### src/rtl/mem_access_pkg.sv
// Shared definitions for the byte-serial load/store initiator: size encodings,
// FSM state type and size decoding helpers.
package mem_access_pkg;

  localparam logic [2:0] SZ_B  = 3'b000;
  localparam logic [2:0] SZ_H  = 3'b001;
  localparam logic [2:0] SZ_W  = 3'b010;
  localparam logic [2:0] SZ_BU = 3'b100;
  localparam logic [2:0] SZ_HU = 3'b101;

  typedef enum logic [1:0] {
    ST_IDLE = 2'd0,
    ST_XFER = 2'd1,
    ST_RESP = 2'd2,
    ST_ERR  = 2'd3
  } state_e;

  function automatic logic [2:0] byte_count(input logic [2:0] size);
    case (size)
      SZ_H, SZ_HU: return 3'd2;
      SZ_W:        return 3'd4;
      default:     return 3'd1;
    endcase
  endfunction

  // Encodings that never map to a transfer, plus unsigned sizes on stores.
  function automatic logic size_illegal(input logic [2:0] size, input logic write);
    case (size)
      SZ_B, SZ_H, SZ_W: return 1'b0;
      SZ_BU, SZ_HU:     return write;
      default:          return 1'b1;
    endcase
  endfunction

endpackage

### src/rtl/mem_load_extend.sv
// Combinational sign/zero extension of the assembled load bytes by access size.
module mem_load_extend
  import mem_access_pkg::*;
(
  input  logic [2:0]  size,
  input  logic [31:0] asm_data,
  output logic [31:0] ext_data
);

  always_comb begin
    ext_data = asm_data;
    case (size)
      SZ_B:    ext_data = {{24{asm_data[7]}}, asm_data[7:0]};
      SZ_H:    ext_data = {{16{asm_data[15]}}, asm_data[15:0]};
      SZ_BU:   ext_data = {24'd0, asm_data[7:0]};
      SZ_HU:   ext_data = {16'd0, asm_data[15:0]};
      default: ext_data = asm_data;
    endcase
  end

endmodule

### src/rtl/mem_access_master.sv
// Byte-serial load/store initiator for an 8-bit data memory port.
// Optional MEM_ACCESS_ALIGN_CHECK_EN rejects misaligned halfword/word requests.
module mem_access_master
  import mem_access_pkg::*;
#(
  parameter int DATA_WIDTH = 32,
  parameter int ADDR_WIDTH = 17
) (
  input  logic                  clk,
  input  logic                  rst_n,
  input  logic                  req_valid,
  output logic                  req_ready,
  input  logic                  req_write,
  input  logic [2:0]            req_size,
  input  logic [ADDR_WIDTH-1:0] req_addr,
  input  logic [DATA_WIDTH-1:0] req_wdata,
  output logic                  resp_valid,
  output logic                  resp_err,
  output logic [DATA_WIDTH-1:0] resp_rdata,
  output logic                  mem_en,
  output logic                  mem_we,
  output logic [ADDR_WIDTH-1:0] mem_addr,
  output logic [7:0]            mem_wdata,
  input  logic [7:0]            mem_rdata,
  output logic [1:0]            dbg_state
);

  // Handshake: a request transfers on a rising edge where req_valid and
  // req_ready are both high; req_ready is high only in IDLE. Responses are a
  // single-cycle resp_valid pulse with no backpressure.

  state_e                  state_q, state_d;
  logic [1:0]              idx_q, idx_d;
  logic                    write_q, write_d;
  logic [2:0]              size_q, size_d;
  logic [ADDR_WIDTH-1:0]   addr_q, addr_d;
  logic [DATA_WIDTH-1:0]   wdata_q, wdata_d;
  logic [31:0]             asm_q, asm_d;
  logic [DATA_WIDTH-1:0]   rdata_q, rdata_d;
  logic [31:0]             ext_data;
  logic                    misalign;
  logic                    last_byte;

  mem_load_extend u_extend (
    .size     (size_q),
    .asm_data (asm_q),
    .ext_data (ext_data)
  );

`ifdef MEM_ACCESS_ALIGN_CHECK_EN
  assign misalign = (((req_size == SZ_H) || (req_size == SZ_HU)) && req_addr[0]) ||
                    ((req_size == SZ_W) && (req_addr[1:0] != 2'b00));
`else
  assign misalign = 1'b0;
`endif

  assign last_byte = ({1'b0, idx_q} == (byte_count(size_q) - 3'd1));
  assign dbg_state = state_q;

  always_comb begin
    state_d    = state_q;
    idx_d      = idx_q;
    write_d    = write_q;
    size_d     = size_q;
    addr_d     = addr_q;
    wdata_d    = wdata_q;
    asm_d      = asm_q;
    rdata_d    = rdata_q;
    req_ready  = 1'b0;
    resp_valid = 1'b0;
    resp_err   = 1'b0;
    resp_rdata = rdata_q;
    mem_en     = 1'b0;
    mem_we     = 1'b0;
    mem_addr   = '0;
    mem_wdata  = '0;
    case (state_q)
      ST_IDLE: begin
        req_ready = 1'b1;
        if (req_valid) begin
          write_d = req_write;
          size_d  = req_size;
          addr_d  = req_addr;
          wdata_d = req_wdata;
          idx_d   = 2'd0;
          asm_d   = '0;
          state_d = (size_illegal(req_size, req_write) || misalign) ? ST_ERR : ST_XFER;
        end
      end
      ST_XFER: begin
        mem_en    = 1'b1;
        mem_we    = write_q;
        mem_addr  = addr_q + ADDR_WIDTH'(idx_q);
        mem_wdata = wdata_q[{idx_q, 3'b000} +: 8];
        if (!write_q) asm_d[{idx_q, 3'b000} +: 8] = mem_rdata;
        if (last_byte) begin
          idx_d   = 2'd0;
          state_d = ST_RESP;
        end else begin
          idx_d = idx_q + 2'd1;
        end
      end
      ST_RESP: begin
        resp_valid = 1'b1;
        resp_rdata = write_q ? '0 : DATA_WIDTH'(ext_data);
        rdata_d    = resp_rdata;
        state_d    = ST_IDLE;
      end
      ST_ERR: begin
        resp_valid = 1'b1;
        resp_err   = 1'b1;
        resp_rdata = '0;
        rdata_d    = '0;
        state_d    = ST_IDLE;
      end
      default: state_d = ST_IDLE;
    endcase
  end

  always_ff @(posedge clk or negedge rst_n) begin
    if (!rst_n) begin
      state_q <= ST_IDLE;
      idx_q   <= 2'd0;
      write_q <= 1'b0;
      size_q  <= 3'd0;
      addr_q  <= '0;
      wdata_q <= '0;
      asm_q   <= '0;
      rdata_q <= '0;
    end else begin
      state_q <= state_d;
      idx_q   <= idx_d;
      write_q <= write_d;
      size_q  <= size_d;
      addr_q  <= addr_d;
      wdata_q <= wdata_d;
      asm_q   <= asm_d;
      rdata_q <= rdata_d;
    end
  end

endmodule

### config.mk
export PLATFORM = sky130hd
export DESIGN_NAME = mem_access_master
export DESIGN_NICKNAME = d
export VERILOG_FILES = /design/src/rtl/mem_access_pkg.sv /design/src/rtl/mem_load_extend.sv /design/src/rtl/mem_access_master.sv
export SDC_FILE = /design/constraint.sdc
export NUM_CORES = 1
export LEC_CHECK = 0
export CAP_MARGIN = 20
export CORE_MARGIN = 4
export CORE_UTILIZATION = 40
export DETAILED_ROUTE_END_ITERATION = 12
export PLACE_DENSITY_LB_ADDON = 0.05
export SYNTH_ARGS = -nofsm -noshare
export SYNTH_HDL_FRONTEND = slang
export SYNTH_SLANG_ARGS = --single-unit
### constraint.sdc
create_clock -name clk -period 5.7 [get_ports clk]
set_clock_uncertainty 0.2 [all_clocks]
set_input_delay 1.14 -clock clk [delete_from_list [all_inputs] [get_ports clk]]
set_output_delay 1.14 -clock clk [all_outputs]
set_load 0.01 [all_outputs]
==> metrics.md, run 1 <==
| Metric | Value |
|---|---|
| Postcts setup bufs | 0 |
| Final instance area | 0.00765 mm² |
| Status | finished, final reports clean |
| Switch Pwr | 0.00130 W |
| RSZ-0062 raised after global routing | false |
| Pin count of the biggest net entering global routing | 81 |
| Seq/Total Area, Yosys | 53.6% |
| CTS Hold Bufs | 0 |
| Final net count | 692 |
| Later-pin clock latency in the skew report | 0.41 ns |
| Logic pwr share | 38.4% |
| Period utilization | 77.8% |
| Starting Density | 40.7% |
| Routed Antenna Nets | 0 |
| Filler Cell Count | 1201 |
| Peak supply drop | 0.262 mV |
| Die H | 127 µm |
| #FFs+latches synth | 121 |
| Max-slew violations | 0 |
| GRT Util Overall | 18.0% |
| Instance area after placement | 0.00703 mm² |
| PortBufs | 127 |
| Clk root buf | clkbuf_16 |
| First-pass GRT wire length | 22900 µm |
| Seq pwr share | 35.5% |
| CTS tree | yes |
| Total gr overflow | 0 |
| DRT Pass-1 Iters | 4 |
| Full die area | 0.0161 mm² |
| Crit path DAT | 3.09 ns |
| Vias in the first global route | 4412 |
| Overall Power | 0.00396 W |
| Setup TNS Final | 0 ns |
| Setup Slack @ Placement | 1.67 ns |
| Setup Crit Path Kind | reg -> out |
| Max Root-Sink Buffers | 2 |
| Normalized max-slew margin | 50.1% |
| Layout cells sized above 1 | 17.4% |
| Row cnt | 43 |
| I/O Pins | 128 |
| Routed length per instance | 17.1 µm |
| Data required time at the worst endpoint | 4.36 ns |
| CP Launch Type | register |
| GPL Wtd Cong | 0.805 |
| Clock sinks | 121 |
| Vias post-DR | 4128 |
| CP Capture Type | output pin |
| Final setup vio count | 0 |
| Max H-tree Level | 4 |
| Sw frac | 32.8% |
| Gate Count Post-Synth | 496 |
| P&R area growth vs syn | 35.4% |
| Warnings, synthesis | 0 |
| Initial antenna violation count | 0 |
| Least-Margin Pin Slew | 0.747 ns |
| Max Fanout on Critical Path | 17 |
| Syn Area/Cell | 11.4 µm² |
| Mapped cell area | 0.00565 mm² |
| Fin. Hold Viols | 0 |
| Worst hold path type | reg -> reg |
| HPWL after DPL | 9680 µm |
| Syn_nets | 567 |
| Post-layout min period | 4.43 ns |
| DRC errors left | 0 |
| Vias/cell | 5.08 |
| Die W | 127 µm |
| Worst-path clk slew | 0.05 ns |
| Total leakage power | 3.14 nW |
| Ant diodes | 0 |
| Power Internal | 0.00266 W |
| Routed Wire Length | 13900 µm |
| Fraction of power consumed by the clock network | 26.2% |
| DRT iter0 DRCs | 292 |
| Final worst setup slack | 1.27 ns |
| Post-cts repair resize count | 0 |
| Max Freq | 0.225 GHz |
| Core Area | 0.0139 mm² |
| Max_cap viols | 0 |
| Inserted Clock Buffers | 17 |
| Library cells used by synthesis | 51 |
| Power per cell area | 518 mW/mm² |
## sequential cells by signal, summed over array words and instances, names as in the netlist
name,cells
addr_q,17
asm_q,32
dbg_state,2
idx_q,2
rdata_q,32
size_q,3
wdata_q,32
write_q,1
## per-layer routing
metal / global-route usage, % / wire [µm] / up-vias
li1: - / - / 1979
met3: 7.03 / 969 / 9
met4: 5.24 / 145 / 0
met1: 23.8 / 6250 / 2029
met2: 27.8 / 6550 / 111
met5: 0 / 0 / -
## per-stage QoR
stage | instances | hold slack, ns | utilization [%]
after global routing | 812 | 0.314 | 55.1
final | 812 | 0.293 | 55.1
after global placement | 779 | 0.273 | 50.7
after floorplan | 496 | 0.250 | -
after CTS | 809 | 0.295 | 54.8
after detailed placement | 779 | 0.276 | 50.7
## placed cells by master, fill, tap and decap left out, drive strengths merged, types with 22 or more instances in the layout
cell and count:
o22ai 24, mux2 52, o21ai 30, inv 44, nand2 39, clkbuf 22
dfrtp 121, clkdlybuf4s50 126
## layout make-up
class	instances	area [µm²]	area share [%]
repair buffers	135	1350	17.6
clock buffers	22	474	6.20
inverters	44	165	2.16
clock inverters	8	96.3	1.26
multi-input cells	302	2310	30.2
well taps	180	225	2.95
flip-flops and latches	121	3030	39.6
## cells by family after synthesis
kind of cell	after synthesis	share of synthesized area [%]
compound gates	95	10.7
xor+xnor	11	1.71
fa+ha+maj	7	1.68
buf+inv	73	5.58
flops	121	53.6
mux	61	13.7
simple gates	128	13.0
## worst max-delay path: stages (launching register included)
cell	delay, ns
dfrtp_1	0.82
fa_1	0.37
and4_1	0.39
nand2_1	0.10
or3_1	0.31
a21oi_1	0.15
clkdlybuf4s50_1	0.55
## synth_stat cells (all sizes together)
cell type / instances / area [µm²]
dfrtp: 121 / 3030
mux2: 52 / 586
inv: 44 / 165
nand2: 39 / 146
o21ai: 30 / 150
o22ai: 24 / 150
a22o: 17 / 149
buf: 17 / 105
nor2: 17 / 63.8
nor2b: 17 / 106
and2: 13 / 82.6
nand3: 13 / 65.1
a21oi: 12 / 60.1
clkbuf: 12 / 45.0
mux4: 8 / 180
xnor2: 7 / 61.3
ha: 6 / 75.1
nand3b: 5 / 41.3
nor3: 5 / 36.3
nor4b: 4 / 56.3
xor2: 4 / 35.0
a21o: 3 / 22.5
nand4: 3 / 18.8
nor4: 3 / 33.8
and4: 2 / 17.5
nand2b: 2 / 27.5
nor3b: 2 / 20.0
o21bai: 2 / 15.0
or3: 2 / 12.5
a211oi: 1 / 7.51
a31o: 1 / 8.76
a31oi: 1 / 6.26
a41o: 1 / 10.0
fa: 1 / 20.0
mux2i: 1 / 10.0
o21a: 1 / 7.51
o31a: 1 / 8.76
o31ai: 1 / 7.51
or2: 1 / 6.26
## power groups by stage
stage | clock, W | combinational [W] | sequential, W
after floorplan | 0 | 0.00101 | 0.00132
after global placement | 0 | 0.00149 | 0.00141
after detailed placement | 0 | 0.00152 | 0.00142
after CTS | 0.00106 | 0.00153 | 0.00141
after global routing | 0.00110 | 0.00167 | 0.00145
final | 0.00104 | 0.00152 | 0.00141
## final timing paths
kind	startpoint	endpoint	slack [ns]	cells after the start
worst max-delay path	idx_q[1]$_DFFE_PN0P_	mem_addr[12]	1.27	6
min in group asynchronous	rst_n	rdata_q[29]$_DFF_PN0_	0.41	1
worst min register to register	asm_q[3]$_DFFE_PN0P_	asm_q[3]$_DFFE_PN0P_	0.29	2
max in group asynchronous	rst_n	asm_q[31]$_DFFE_PN0P_	3.69	3
worst max register to register	idx_q[1]$_DFFE_PN0P_	asm_q[5]$_DFFE_PN0P_	2.99	5
worst min-delay path	asm_q[3]$_DFFE_PN0P_	asm_q[3]$_DFFE_PN0P_	0.29	2
Power figures use the tool's default switching activity.
==> inputs of run 2 (changes only) <==
- clock period: 5.7 -> 3.7 ns (I/O delays scaled with it)
==> run 2 against run 1 <==
Against the previous run: clock power up 53%; register-to-register slack got worse by 1.8 ns; critical endpoint is now mem_addr[14]; global-route usage down 0.10 points; critical path type unchanged; core utilization rose by 0.099 points; sequential power is 49% higher; first-iteration DRC count is 26% lower; sequential cell count unchanged.
==> metrics.md, run 2 (synthesized netlist as in run 1, its figures left out) <==
| Metric | Value |
|---|---|
| PortBufs | 127 (unchanged) |
| Routed Wire Length | 13900 µm (-0.22%) |
| Core Area | 0.0139 mm² (unchanged) |
| Pin count of the biggest net entering global routing | 63 (-22%) |
| Peak supply drop | 0.367 mV (+40%) |
| CTS Hold Bufs | 0 (unchanged) |
| Later-pin clock latency in the skew report | 0.41 ns (about the same) |
| Max Freq | 0.280 GHz |
| Commonest non-fill, non-tap cell in the layout | clkdlybuf4s50_1 |
| DRT Pass-1 Iters | 4 (unchanged) |
| Die H | 127 µm (unchanged) |
| Min-Delay Endpoint | asm_q[1]$_DFFE_PN0P_ |
| Max H-tree Level | 4 (unchanged) |
| Max Root-Sink Buffers | 2 (unchanged) |
| Routed length per instance | 17.1 µm (about the same) |
| Row cnt | 43 (unchanged) |
| Power per cell area | 799 mW/mm² (+54%) |
| Max_cap viols | 0 (unchanged) |
| Clock sinks | 121 (unchanged) |
| I/O Pins | 128 (unchanged) |
| DRT iter0 DRCs | 216 (-26%) |
| Final setup vio count | 0 (unchanged) |
| Initial antenna violation count | 0 (unchanged) |
| Period utilization | 96.6% |
| CTS tree | yes |
| Top Registers | asm_q (32), rdata_q (32), wdata_q (32) |
| Status | finished, final reports clean |
| Least-Margin Pin Slew | 0.829 ns (+0.0818 ns) |
| DRC errors left | 0 (unchanged) |
| Routed Antenna Nets | 0 (unchanged) |
| Vias/cell | 5.04 (-0.77%) |
| Fin. Hold Viols | 0 (unchanged) |
| Vias in the first global route | 4398 (-0.32%) |
| Core Util, Final | 55.2% (+0.099 points) |
| Layout cells sized above 1 | 17.9% (+0.53 points) |
| Worst-path clk slew | 0.05 ns (about the same) |
| Starting Density | 40.7% (unchanged) |
| Max Fanout on Critical Path | 7 (-10) |
| Setup TNS Final | 0 ns (unchanged) |
| Vias post-DR | 4086 (-1.0%) |
| Max-slew violations | 0 (unchanged) |
| Crit path DAT | 2.63 ns (-0.46 ns) |
| Most frequent cells in the layout | 126 x clkdlybuf4s50_1, 121 x dfrtp_1, 52 x mux2_2 |
| HPWL after DPL | 9630 µm (-0.60%) |
| P&R area growth vs syn | 35.6% |
| Data required time at the worst endpoint | 2.76 ns (-1.60 ns) |
| Ant diodes | 0 (unchanged) |
| Die W | 127 µm (unchanged) |
| Post-layout min period | 3.57 ns |
| Hold Path Stages | 2 (unchanged) |
| Reg2reg end | asm_q[0]$_DFFE_PN0P_ |
| GPL Wtd Cong | 0.787 (-2.1%) |
| CP Capture Type | output pin |
| CP Launch Type | register |
| Hold Startpoint | asm_q[1]$_DFFE_PN0P_ |
| First-pass GRT wire length | 22700 µm (-1.1%) |
| RSZ-0062 raised after global routing | false |
| Final net count | 694 (+0.29%) |
| Setup Crit Path Kind | reg -> out |
| Total leakage power | 3.15 nW (+0.30%) |
| GRT Util Overall | 17.9% (-0.10 points) |
| Total gr overflow | 0 (unchanged) |
| Inserted Clock Buffers | 17 (unchanged) |
| Worst hold path type | reg -> reg |
| Normalized max-slew margin | 44.8% (-5.3 points) |
| Filler Cell Count | 1248 (+3.9%) |
| Flop2flop setup slack | 1.19 ns (-1.80 ns) |
| R2r startpoint | idx_q[0]$_DFFE_PN0P_ |
| Worst reg2reg path depth | 6 (+1) |
| Full die area | 0.0161 mm² (unchanged) |
| Clk root buf | clkbuf_16 |
run 2: per-layer routing:
metal,part of all wire (%),vias up,GRT usage [%]
met4,2.4,0,7.07
li1,-,1973,-
met1,46,1986,23.9
met5,0,-,0
met2,46,103,27.4
met3,5.3,24,5.52
run 2: where the power goes:
part / internal (W) / switching, W / leakage (nW)
registers: 0.00179 / 0.000316 / 1.56
clock network: 0.00104 / 0.000550 / 0.276
logic: 0.00131 / 0.00113 / 1.31
run 2: cell type report:
type                            count  area [µm²]  area share, %
Timing Repair Buffer              137        1360           17.7
Sequential cell                   121        3030           39.5
Tap cell                          180         225           2.94
Clock inverter                      4        70.1          0.915
Inverter                           44         165           2.16
Clock buffer                       22         484           6.32
Multi-Input combinational cell    302        2330           30.4
run 2: what timing repair did:
action / CTS / global route
resized for setup: 1 / 5
cloned: 0 / 0
setup endpoints to repair: 16 / 14
setup buffers: 0 / 0
run 2: stage by stage:
| stage | instances | setup WS (ns) | area (µm²) | hold WS, ns | total power [W] |
|---|---|---|---|---|---|
| final | 810 | 0.127 | 7660 | 0.279 | 0.00612 |
| after global placement | 784 | 0.443 | 7080 | 0.271 | 0.00451 |
| after floorplan | 496 | 0.946 | 5650 | 0.244 | 0.00358 |
| after CTS | 810 | 0.0143 | 7640 | 0.285 | 0.00619 |
| after global routing | 810 | 0.00114 | 7660 | 0.315 | 0.00652 |
| after detailed placement | 784 | 0.359 | 7080 | 0.274 | 0.00457 |
run 2: worst max-delay path, stage by stage, from the launching register on:
cell and delay, ns:
dfrtp_1 0.38, ha_1 0.23, fa_1 0.43, and4_4 0.25, nor4b_2 0.17, xnor2_1 0.12
nor2_1 0.09, clkdlybuf4s50_1 0.55
run 2: worst max-delay path by stage:
| stage | from | endpoint | slack, ns | depth (start not counted) |
|---|---|---|---|---|
| 3_5_place_dp | size_q[0]$_DFFE_PN0P_ | resp_rdata[18] | 0.36 | 5 |
| 5_1_grt | idx_q[0]$_DFFE_PN0P_ | mem_addr[14] | 0.001 | 7 |
| 4_1_cts | idx_q[0]$_DFFE_PN0P_ | mem_addr[14] | 0.01 | 7 |
| 3_3_place_gp | size_q[0]$_DFFE_PN0P_ | resp_rdata[25] | 0.44 | 5 |
| 2_1_floorplan | idx_q[0]$_DFFE_PN0P_ | mem_addr[14] | 0.95 | 7 |
| 6_report | idx_q[0]$_DFFE_PN0P_ | mem_addr[14] | 0.13 | 7 |
